<file path="src/rtl/ram_sdp_param_pkg.sv">
// Shared types, constants and parameter checking for ram_sdp_param.
package ram_pkg;

  typedef enum logic {INIT = 1'b0, READY = 1'b1} state_t;

  localparam int RDW_READ_FIRST  = 0;
  localparam int RDW_WRITE_FIRST = 1;

  // Returns the lane count, or 0 when the parameter set is not legal.
  function automatic int ram_calc_nb(int width, int byte_wd, int depth,
                                     int add_wd, int rd_lat);
    if (byte_wd <= 0 || (width % byte_wd) != 0) return 0;
    if (rd_lat < 1 || rd_lat > 2)               return 0;
    if ((1 << add_wd) < depth)                  return 0;
    return width / byte_wd;
  endfunction

endpackage

</file>
<file path="src/rtl/ram_sdp_param_if.sv">
// Write/read request bus of ram_sdp_param. RAM_SDP_PARITY_EN adds WrParInj/RdParErr.
interface ram_sdp_param_if #(
  parameter int WIDTH   = 16,
  parameter int BYTE_WD = 8,
  parameter int ADD_WD  = 3
);
  localparam int NB = WIDTH / BYTE_WD;

  logic              WrEn;
  logic [ADD_WD-1:0] WrAddr;
  logic [WIDTH-1:0]  WrData;
  logic [NB-1:0]     WrBe;
  logic              RdEn;
  logic [ADD_WD-1:0] RdAddr;
  logic [WIDTH-1:0]  RdData;
  logic              RdValid;
  logic              Busy;
`ifdef RAM_SDP_PARITY_EN
  logic              WrParInj;
  logic              RdParErr;

  modport master (output WrEn, WrAddr, WrData, WrBe, WrParInj, RdEn, RdAddr,
                  input  RdData, RdValid, Busy, RdParErr);
  modport slave  (input  WrEn, WrAddr, WrData, WrBe, WrParInj, RdEn, RdAddr,
                  output RdData, RdValid, Busy, RdParErr);
`else
  modport master (output WrEn, WrAddr, WrData, WrBe, RdEn, RdAddr,
                  input  RdData, RdValid, Busy);
  modport slave  (input  WrEn, WrAddr, WrData, WrBe, RdEn, RdAddr,
                  output RdData, RdValid, Busy);
`endif
endinterface

</file>
<file path="src/rtl/ram_sdp_param_init_seq.sv">
// Post-reset clear sweep: walks every word once, then holds READY until the next reset.
module ram_init_seq
  import ram_pkg::*;
#(
  parameter int DEPTH  = 8,
  parameter int ADD_WD = 3
) (
  input  logic              CLK,
  input  logic              RST,
  output logic              o_busy,
  output logic [ADD_WD-1:0] o_swp_addr,
  output logic              o_swp_we
);

  state_t            r_state, w_state_nxt;
  logic [ADD_WD-1:0] r_cnt, w_cnt_nxt;

  always_ff @(posedge CLK or posedge RST) begin
    if (RST) begin
      r_state <= INIT;
      r_cnt   <= '0;
    end else begin
      r_state <= w_state_nxt;
      r_cnt   <= w_cnt_nxt;
    end
  end

  always_comb begin
    w_state_nxt = r_state;
    w_cnt_nxt   = r_cnt;
    o_swp_we    = 1'b0;
    case (r_state)
      INIT: begin
        o_swp_we = 1'b1;
        if (r_cnt == ADD_WD'(DEPTH - 1)) begin
          w_state_nxt = READY;
          w_cnt_nxt   = '0;
        end else begin
          w_cnt_nxt = r_cnt + 1'b1;
        end
      end
      default: ;
    endcase
  end

  assign o_busy     = (r_state == INIT);
  assign o_swp_addr = r_cnt;

endmodule

</file>
<file path="src/rtl/ram_sdp_param.sv">
// Simple-dual-port RAM with byte enables, RD_LAT 1/2 read pipe and clear sweep.
// RAM_SDP_PARITY_EN adds per-lane even parity with injection and read-side checking.
module ram_sdp_param
  import ram_pkg::*;
#(
  parameter int WIDTH    = 16,
  parameter int BYTE_WD  = 8,
  parameter int DEPTH    = 8,
  parameter int ADD_WD   = 3,
  parameter int RD_LAT   = 1,
  parameter int RDW_MODE = RDW_READ_FIRST
) (
  input  logic            CLK,
  input  logic            RST,
  ram_sdp_param_if.slave  bus
);

  localparam int NB = ram_calc_nb(WIDTH, BYTE_WD, DEPTH, ADD_WD, RD_LAT);
  localparam logic [ADD_WD:0] DEPTH_A = (ADD_WD + 1)'(DEPTH);

  if (NB == 0) begin : g_param_err
    $error("ram_sdp_param: illegal WIDTH/BYTE_WD/DEPTH/ADD_WD/RD_LAT");
  end

  logic              w_busy, w_swp_we;
  logic [ADD_WD-1:0] w_swp_addr;

  ram_init_seq #(.DEPTH(DEPTH), .ADD_WD(ADD_WD)) u_init (
    .CLK        (CLK),
    .RST        (RST),
    .o_busy     (w_busy),
    .o_swp_addr (w_swp_addr),
    .o_swp_we   (w_swp_we)
  );

  logic w_rd_acc, w_wr_acc, w_rd_oor, w_coll;
  assign w_rd_acc = bus.RdEn & ~w_busy;
  assign w_wr_acc = bus.WrEn & ~w_busy & ({1'b0, bus.WrAddr} < DEPTH_A);
  assign w_rd_oor = ({1'b0, bus.RdAddr} >= DEPTH_A);
  assign w_coll   = w_wr_acc & (bus.WrAddr == bus.RdAddr);

  // The sweep owns the write port while busy; user writes are never accepted then.
  logic              w_we;
  logic [ADD_WD-1:0] w_waddr;
  logic [WIDTH-1:0]  w_wdata;
  logic [NB-1:0]     w_wbe;
  assign w_we    = w_swp_we | w_wr_acc;
  assign w_waddr = w_swp_we ? w_swp_addr : bus.WrAddr;
  assign w_wdata = w_swp_we ? '0 : bus.WrData;
  assign w_wbe   = w_swp_we ? '1 : bus.WrBe;

  logic [WIDTH-1:0] r_mem [DEPTH];

  always_ff @(posedge CLK) begin
    if (w_we)
      for (int i = 0; i < NB; i++)
        if (w_wbe[i]) r_mem[w_waddr][i*BYTE_WD +: BYTE_WD] <= w_wdata[i*BYTE_WD +: BYTE_WD];
  end

  logic [WIDTH-1:0] w_old, w_merge, w_rd_word;
  assign w_old     = w_rd_oor ? '0 : r_mem[bus.RdAddr];
  assign w_rd_word = (RDW_MODE == RDW_WRITE_FIRST) ? w_merge : w_old;

`ifdef RAM_SDP_PARITY_EN
  logic [NB-1:0] r_par [DEPTH];
  logic [NB-1:0] w_new_par, w_wpar, w_old_par, w_merge_par, w_rd_par, w_pchk;
  logic          w_perr;

  assign w_wpar = w_swp_we ? '0 : w_new_par;

  always_ff @(posedge CLK) begin
    if (w_we)
      for (int i = 0; i < NB; i++)
        if (w_wbe[i]) r_par[w_waddr][i] <= w_wpar[i];
  end

  assign w_old_par = w_rd_oor ? '0 : r_par[bus.RdAddr];
  assign w_rd_par  = (RDW_MODE == RDW_WRITE_FIRST) ? w_merge_par : w_old_par;
  assign w_perr    = ~w_rd_oor & (|w_pchk);
`endif

  for (genvar i = 0; i < NB; i++) begin : g_lane
    assign w_merge[i*BYTE_WD +: BYTE_WD] = (w_coll && bus.WrBe[i]) ?
        bus.WrData[i*BYTE_WD +: BYTE_WD] : w_old[i*BYTE_WD +: BYTE_WD];
`ifdef RAM_SDP_PARITY_EN
    assign w_new_par[i]   = (^bus.WrData[i*BYTE_WD +: BYTE_WD]) ^ bus.WrParInj;
    assign w_merge_par[i] = (w_coll && bus.WrBe[i]) ? w_new_par[i] : w_old_par[i];
    assign w_pchk[i]      = (^w_rd_word[i*BYTE_WD +: BYTE_WD]) ^ w_rd_par[i];
`endif
  end

  // Word is captured at the accept edge, so later writes cannot disturb an in-flight read.
  logic [RD_LAT:0]              r_vld_pipe;
  logic [RD_LAT-1:0][WIDTH-1:0] r_dat_pipe;
  logic [WIDTH-1:0]             r_rd_data;

  always_ff @(posedge CLK or posedge RST) begin
    if (RST) begin
      r_vld_pipe <= '0;
      r_dat_pipe <= '0;
      r_rd_data  <= '0;
    end else begin
      r_vld_pipe <= {r_vld_pipe[RD_LAT-1:0], w_rd_acc};
      if (w_rd_acc) r_dat_pipe[0] <= w_rd_word;
      for (int k = 1; k < RD_LAT; k++) r_dat_pipe[k] <= r_dat_pipe[k-1];
      if (r_vld_pipe[RD_LAT-1]) r_rd_data <= r_dat_pipe[RD_LAT-1];
    end
  end

  assign bus.RdData  = r_rd_data;
  assign bus.RdValid = r_vld_pipe[RD_LAT];
  assign bus.Busy    = w_busy;

`ifdef RAM_SDP_PARITY_EN
  logic [RD_LAT-1:0] r_err_pipe;
  logic              r_rd_perr;

  always_ff @(posedge CLK or posedge RST) begin
    if (RST) begin
      r_err_pipe <= '0;
      r_rd_perr  <= 1'b0;
    end else begin
      r_err_pipe[0] <= w_rd_acc & w_perr;
      for (int k = 1; k < RD_LAT; k++) r_err_pipe[k] <= r_err_pipe[k-1];
      r_rd_perr <= r_vld_pipe[RD_LAT-1] & r_err_pipe[RD_LAT-1];
    end
  end

  assign bus.RdParErr = r_rd_perr;
`endif

endmodule

</file>
<file path="src/flat_wrapper.sv">
// flat-port wrapper written by rule: the top's interface ports become plain ports
module ram_sdp_param_flat import ram_pkg::*;
#(
  parameter int WIDTH    = 16,
  parameter int BYTE_WD  = 8,
  parameter int DEPTH    = 8,
  parameter int ADD_WD   = 3,
  parameter int RD_LAT   = 1,
  parameter int RDW_MODE = RDW_READ_FIRST
)
  (CLK, RST, bus_WrEn, bus_WrAddr, bus_WrData, bus_WrBe, bus_RdEn, bus_RdAddr, bus_RdData, bus_RdValid, bus_Busy);
  ram_sdp_param_if #(.WIDTH(WIDTH), .BYTE_WD(BYTE_WD), .ADD_WD(ADD_WD)) bus_i ();
  input  logic CLK;
  input  logic RST;
  input wire logic [$bits(bus_i.WrEn)-1:0] bus_WrEn;
  input wire logic [$bits(bus_i.WrAddr)-1:0] bus_WrAddr;
  input wire logic [$bits(bus_i.WrData)-1:0] bus_WrData;
  input wire logic [$bits(bus_i.WrBe)-1:0] bus_WrBe;
  input wire logic [$bits(bus_i.RdEn)-1:0] bus_RdEn;
  input wire logic [$bits(bus_i.RdAddr)-1:0] bus_RdAddr;
  output wire logic [$bits(bus_i.RdData)-1:0] bus_RdData;
  output wire logic [$bits(bus_i.RdValid)-1:0] bus_RdValid;
  output wire logic [$bits(bus_i.Busy)-1:0] bus_Busy;
  assign bus_i.WrEn = bus_WrEn;
  assign bus_i.WrAddr = bus_WrAddr;
  assign bus_i.WrData = bus_WrData;
  assign bus_i.WrBe = bus_WrBe;
  assign bus_i.RdEn = bus_RdEn;
  assign bus_i.RdAddr = bus_RdAddr;
  assign bus_RdData = bus_i.RdData;
  assign bus_RdValid = bus_i.RdValid;
  assign bus_Busy = bus_i.Busy;
  ram_sdp_param #(.WIDTH(WIDTH), .BYTE_WD(BYTE_WD), .DEPTH(DEPTH), .ADD_WD(ADD_WD), .RD_LAT(RD_LAT), .RDW_MODE(RDW_MODE)) u_core (.CLK(CLK), .RST(RST), .bus(bus_i));
endmodule
</file>
<file path="config.mk">
export PLATFORM = sky130hd
export DESIGN_NAME = ram_sdp_param_flat
export DESIGN_NICKNAME = d
export VERILOG_FILES = /design/src/rtl/ram_sdp_param_pkg.sv /design/src/rtl/ram_sdp_param_if.sv /design/src/rtl/ram_sdp_param_init_seq.sv /design/src/rtl/ram_sdp_param.sv /design/src/flat_wrapper.sv
export SDC_FILE = /design/constraint.sdc
export NUM_CORES = 1
export LEC_CHECK = 0
export ABC_AREA = 1
export BUFFER_PORTS_ARGS = -buffer_cell sky130_fd_sc_hd__buf_2
export CORE_MARGIN = 3
export CORE_UTILIZATION = 60
export CTS_BUF_LIST = sky130_fd_sc_hd__clkbuf_16
export DETAILED_ROUTE_END_ITERATION = 8
export PLACE_DENSITY_LB_ADDON = 0.15
export SYNTH_ARGS = -nofsm -noshare
export SYNTH_HDL_FRONTEND = slang
export SYNTH_SLANG_ARGS = --single-unit
</file>
<file path="constraint.sdc">
create_clock -name CLK -period 1.9 [get_ports CLK]
set_input_delay 0.475 -clock CLK [delete_from_list [all_inputs] [get_ports CLK]]
set_output_delay 0.475 -clock CLK [all_outputs]
set_load 0.05 [all_outputs]
</file>
[Word-level counts from Yosys, hierarchy flattened]
Memory sizes are Yosys's and may differ from the RTL's. A register that Yosys moved wholly into a read port is not among the register bits.
Index checks and enable logic that the tools add are counted.
Storage, ports and cells
  register bits after elaboration: 22
  memory bits (writable): 128
  bits of input ports: 28
  output and inout bits: 18
  logic and storage cells: 24
  memories: 1
Memory list
  u_core.r_mem: words 8, bits a word 16, rd ports 1, clocked after Yosys merged registers in 1, write ports 1, line ram_sdp_param.sv:52  | logic [WIDTH-1:0] r_mem [DEPTH];
Cells by class
  add/subtract/negate cells: 1
  equal/unequal tests: 1
  muxes and demuxes: 13
  bitwise gates (word level): 4
Operator list (count)
  2-to-1 mux 16 bit: 1
  2-to-1 mux 1 bit: 9
  2-to-1 mux 3 bit: 2
  adder 3 x 1 -> 3 bit (second input constant): 1
  equality test 3 bit (second input constant): 1
  AND 1 bit: 2
  2-to-1 mux 2 bit: 1
  inverter 1 bit: 1
  bitwise OR 1 bit: 1

[Depth between registers and ports, before layout]
  depth after elaboration: 4
  depth in mapped cells: 8
  gate-level depth less buffers: 7

[By module]
Synthesis repeated with hierarchy kept, for this count alone.
Unflattened totals
  cells, all modules: 692
  area, all modules: 7144.4 µm²
By module, submodules not included
  ram_sdp_param: instances 1, cells each 672, area each 6960.4 µm², seq. area each 4694.5 µm²
  ram_init_seq: instances 1, cells each 20, area each 183.9 µm², seq. area each 100.1 µm²

[Worst setup path before layout]
No wires, ideal clock.
  path type: register -> register
  start point: reg u_core.u_init.r_state
  end point: mem u_core.r_mem[7][0] (enable)
  library setup time: 0.370 ns
  arrival: 1.380 ns
  data required time: 1.530 ns
  slack: 0.150 ns
  stages on the path, launching flop included: 9
  buffers on the path: 1
  clock period less this slack: 1.750 ns
  path through: dfrtp_1 > buf_6 > inv_6 > nand2_1 > nand2_2 > inv_2 > nor2_1 > nand2_1 > nor2_1
On the way
  cells in the longest elaborated chain, start to end: 4
  elaborated cells between the ends (all ways): 8
  classes of those cells: mux: 6; bitwise: 2
RTL lines
  start, declared: line ram_sdp_param_init_seq.sv:15  | state_t r_state, w_state_nxt;
  start signal, assigned: line ram_sdp_param_init_seq.sv:23  | r_state <= w_state_nxt;
  2-to-1 mux 2 bit, or another cell as far along: line ram_sdp_param.sv:50  | assign w_wbe = w_swp_we ? '1 : bus.WrBe;
  2-to-1 mux 1 bit / bitwise OR 1 bit (equally long branches): line ram_sdp_param.sv:57, ram_sdp_param.sv:47
  2-to-1 mux 1 bit: line ram_sdp_param.sv:55  | if (w_we)
  2-to-1 mux 1 bit (not written as such): line ram_sdp_param.sv:57  | if (w_wbe[i]) r_mem[w_waddr][i*BYTE_WD +: BYTE_WD] <= w_wdata[i*BYTE_WD +: BYTE_WD];
  end, declared: line ram_sdp_param.sv:52
Several ways; a longest one is shown, not always the timed one.

[Final worst setup path]
  start point: reg u_core.u_init.r_state
  end point: out bus_Busy
On the way
  cells in the longest elaborated chain, start to end: 1
RTL lines
  inverter 1 bit
  end, declared: line flat_wrapper.sv:23  | output wire logic [$bits(bus_i.Busy)-1:0] bus_Busy;
No other way between the ends.

==> results.txt <==
----------------------------------------------------
[Status]
  Outcome ... finished clean

[Die]
  Die footprint ... 0.0132 sq mm
  Number of rows in the core area ... 39
  Overall die width ... 115 microns
  Floorplan Core Area ... 0.0115 sq mm
  Initial Utilization ... 0.619
  I/O pin cnt ... 46
  Vert. Die Dim ... 115 microns

[Synthesis]
  Post-synth net total ... 717
  Post-Syn Instances ... 687
  Yosys top cell by area ... edfxtp_1
  Top cells by area in the synthesized netlist ... edfxtp_1 54%, dfrtp_1 13%, nand2_1 12%
  Flop and latch count out of synthesis ... 166
  Synth top area share ... 0.539
  Sequential share of the synthesized area ... 0.672
  Number of warning messages in the yosys log ... 0
  Area of the mapped netlist ... 0.00713 sq mm
  Mean area per synthesized cell ... 10.4 sq um
  Count of cell types in the netlist ... 21

[Layout]
  Most common library cell in the layout ignoring fill and taps ... nand2_1
  Utilization after layout ... 0.704
  Area grow syn2layout ... 13.7%
  Design area ... 0.00811 sq mm
  Final-stage net count ... 776
  Fraction of final layout cells sized beyond drive strength 1 ... 0.166
  Post-route insts no fill ... 902
  Ant diodes ... 0
  Most frequent cells in the layout ... 224 x nand2_1, 128 x edfxtp_1, 119 x inv_1

[Detailed routing]
  Sum of routed wire length over all layers ... 14,700 microns
  Pre-Repair DR Iteration Count ... 5
  Per-cell via count in the routed design ... 5.32
  DRC violations left ... 0
  Total via count in the routed design ... 4,803
  Count of antenna-violating nets left after detailed routing ... 0
  Detail-routed net length per standard cell ... 16.3 microns
  Initial DRC Count ... 581

[Clocking]
  TritonCTS clock tree ... yes
  H-tree level count ... 4
  Buffer levels on the longest clock path ... 2
  CTS root buffer ... clkbuf_16
  Clock transition time at the flip-flop clock pins of the worst setup and hold paths ... 0.06 ns
  Number of hold buffers added after CTS ... 0
  Post-CTS Repair Setup Buffers ... 0
  Clock insertion delay at the later pin of the skew report ... 0.43 ns
  Sink Count ... 166
  Clock buffers created by TritonCTS ... 17

[Critical path]
  Element type at the critical path end ... output pin
  Crit path cell chain ... inv_6, buf_2
  Crit Path Class ... reg -> out
  CP peak stage delay ... 0.49 ns
  Required time at the endpoint of the critical path ... 1.42 ns
  Maximum fanout encountered on the critical timing path ... 10
  Dominant delay contributor by cell family on the critical path ... flip-flops
  Setup crit start kind ... flop
  Crit path DAT ... 1.28 ns
  CP max-delay cell ... dfrtp_2
  Number of buffers and inverters on the critical path ... 2

[Power]
  Worst IR drop on VDD ... 0.000649 V
  Standby leakage power ... 3.77 nW
  Power density over the cells ... 996 mW/mm^2

[Timing]
  Rel. slew slack ... 0.605
  Final worst slack ... 0.140 ns
  Final worst clock skew ... 0.00657 ns
  Final period util ... 0.926
  Final Setup Violations ... 0
  Setup Total Neg Slack ... 0 ns
  Setup repair after global routing missed its margin ... false
  Period minus WS final ... 1.76 ns
  Fmax ... 568 MHz
  Slew @ Worst Pin ... 0.592 ns
  Slew Limit Fails ... 0
  Number of endpoints with negative hold slack in the final report ... 0

[GRT]
  Number of global-route vias before repair ... 4,530
  Pin count of the biggest net entering global routing ... 45
  Met1 Track Usage GR ... 0.356
  GRT Util Overall ... 0.244
  Met3 demand-to-capacity share in global routing ... 0.0595
  Met2 track demand over resource ... 0.363
  Wire length of the first global-routing pass ... 23,800 microns
  Number of antenna violations at the first check in global routing ... 0
  GRT busiest layer ... met2
  Total congestion overflow ... 0

[Place]
  Final weighted congestion in routability-driven placement ... 0.869
  Pre-CTS worst setup slack ... 0.128 ns
  Area after DPL ... 0.00754 sq mm
  # port buffers ... 45
  Placed cell count ... 870
  HPWL after detailed placement ... 10,100 microns

[Worst hold path]
  Class of the most critical hold timing path ... in -> async

[Job]
  Number of maximum-capacitance constraint violations ... 0

----------------------------------------------------
==> registers in the layout, summed over array words and instances, names as in the netlist <==
register / count
u_core.bus.RdData: 16
u_core.r_dat_pipe: 16
u_core.u_init.r_state: 1
u_core.r_vld_pipe: 2
u_core.u_init.o_swp_addr: 3
u_core.r_mem: 128
==> layer usage <==
metal	share of wire	vias to the layer above	wire length [microns]
li1	-	2294	-
met1	0.43	2241	6410
met2	0.45	243	6610
met3	0.10	25	1480
met4	0.016	0	235
met5	0	-	0
==> tightest hold or removal path: stages <==
cell and delay, ns:
buf_2 0.10, inv_1 0.04, buf_4 0.42
==> per-stage QoR <==
| stage | hold WS, ns | total power, mW |
|---|---|---|
| final | 0.167 | 8.08 |
| after CTS | 0.172 | 8.12 |
| after detailed placement | 0.462 | 4.90 |
| after global placement | 0.462 | 4.88 |
| after floorplan | 0.349 | 4.69 |
| after global routing | 0.195 | 8.36 |
==> timing repair <==
action / in CTS / in global routing
endpoints found under the setup margin: 0 / 84
gates resized for setup: 0 / 2
hold endpoints to repair: 0 / 0
==> layout make-up <==
class	count	area, sq um
clock buffers	17	425
clock inverters	15	138
fillers	777	3410
inverters	123	467
multi-input cells	368	1680
flip-flops and latches	166	4800
well taps	143	179
repair buffers	70	425
==> power by group <==
group / switching, mW / internal [mW] / leakage [nW]
Combinational: 0.539 / 0.208 / 1.88
Clock: 1.33 / 1.91 / 0.271
Sequential: 0.0522 / 4.03 / 1.62
Total: 1.93 / 6.15 / 3.77
==> path summary, 6_finish.rpt <==
kind | startpoint | end | slack (ns) | cells past startpoint
setup / recovery | u_core.u_init.r_state | bus_Busy | 0.14 | 2
hold / removal | RST | u_core.r_vld_pipe[1] | 0.17 | 3
setup reg to reg | u_core.u_init.r_state | u_core.r_mem[2][0] | 0.20 | 7
hold reg to reg | u_core.r_dat_pipe[10] | u_core.r_dat_pipe[10] | 0.47 | 2
max in group asynchronous | RST | u_core.u_init.r_state | 1.38 | 3
min in group CLK | u_core.r_dat_pipe[10] | u_core.r_dat_pipe[10] | 0.47 | 2
==> cells by family after synthesis <==
logic type	synth area share
mux	0.0253
compound gates	0.00632
fa+ha+maj	0.00351
simple gates	0.200
flops	0.672
buf+inv	0.0928
==> cells in the mapped netlist (all sizes together) <==
master and count:
a21oi 3, buf 28, clkbuf 2, dfrtp 38, edfxtp 128, ha 2
inv 123, mux2 16, nand2 226, nand3 96, nor2 21, o21ai 3
or2 1
Note: power is estimated with default switching activity, not from simulation.
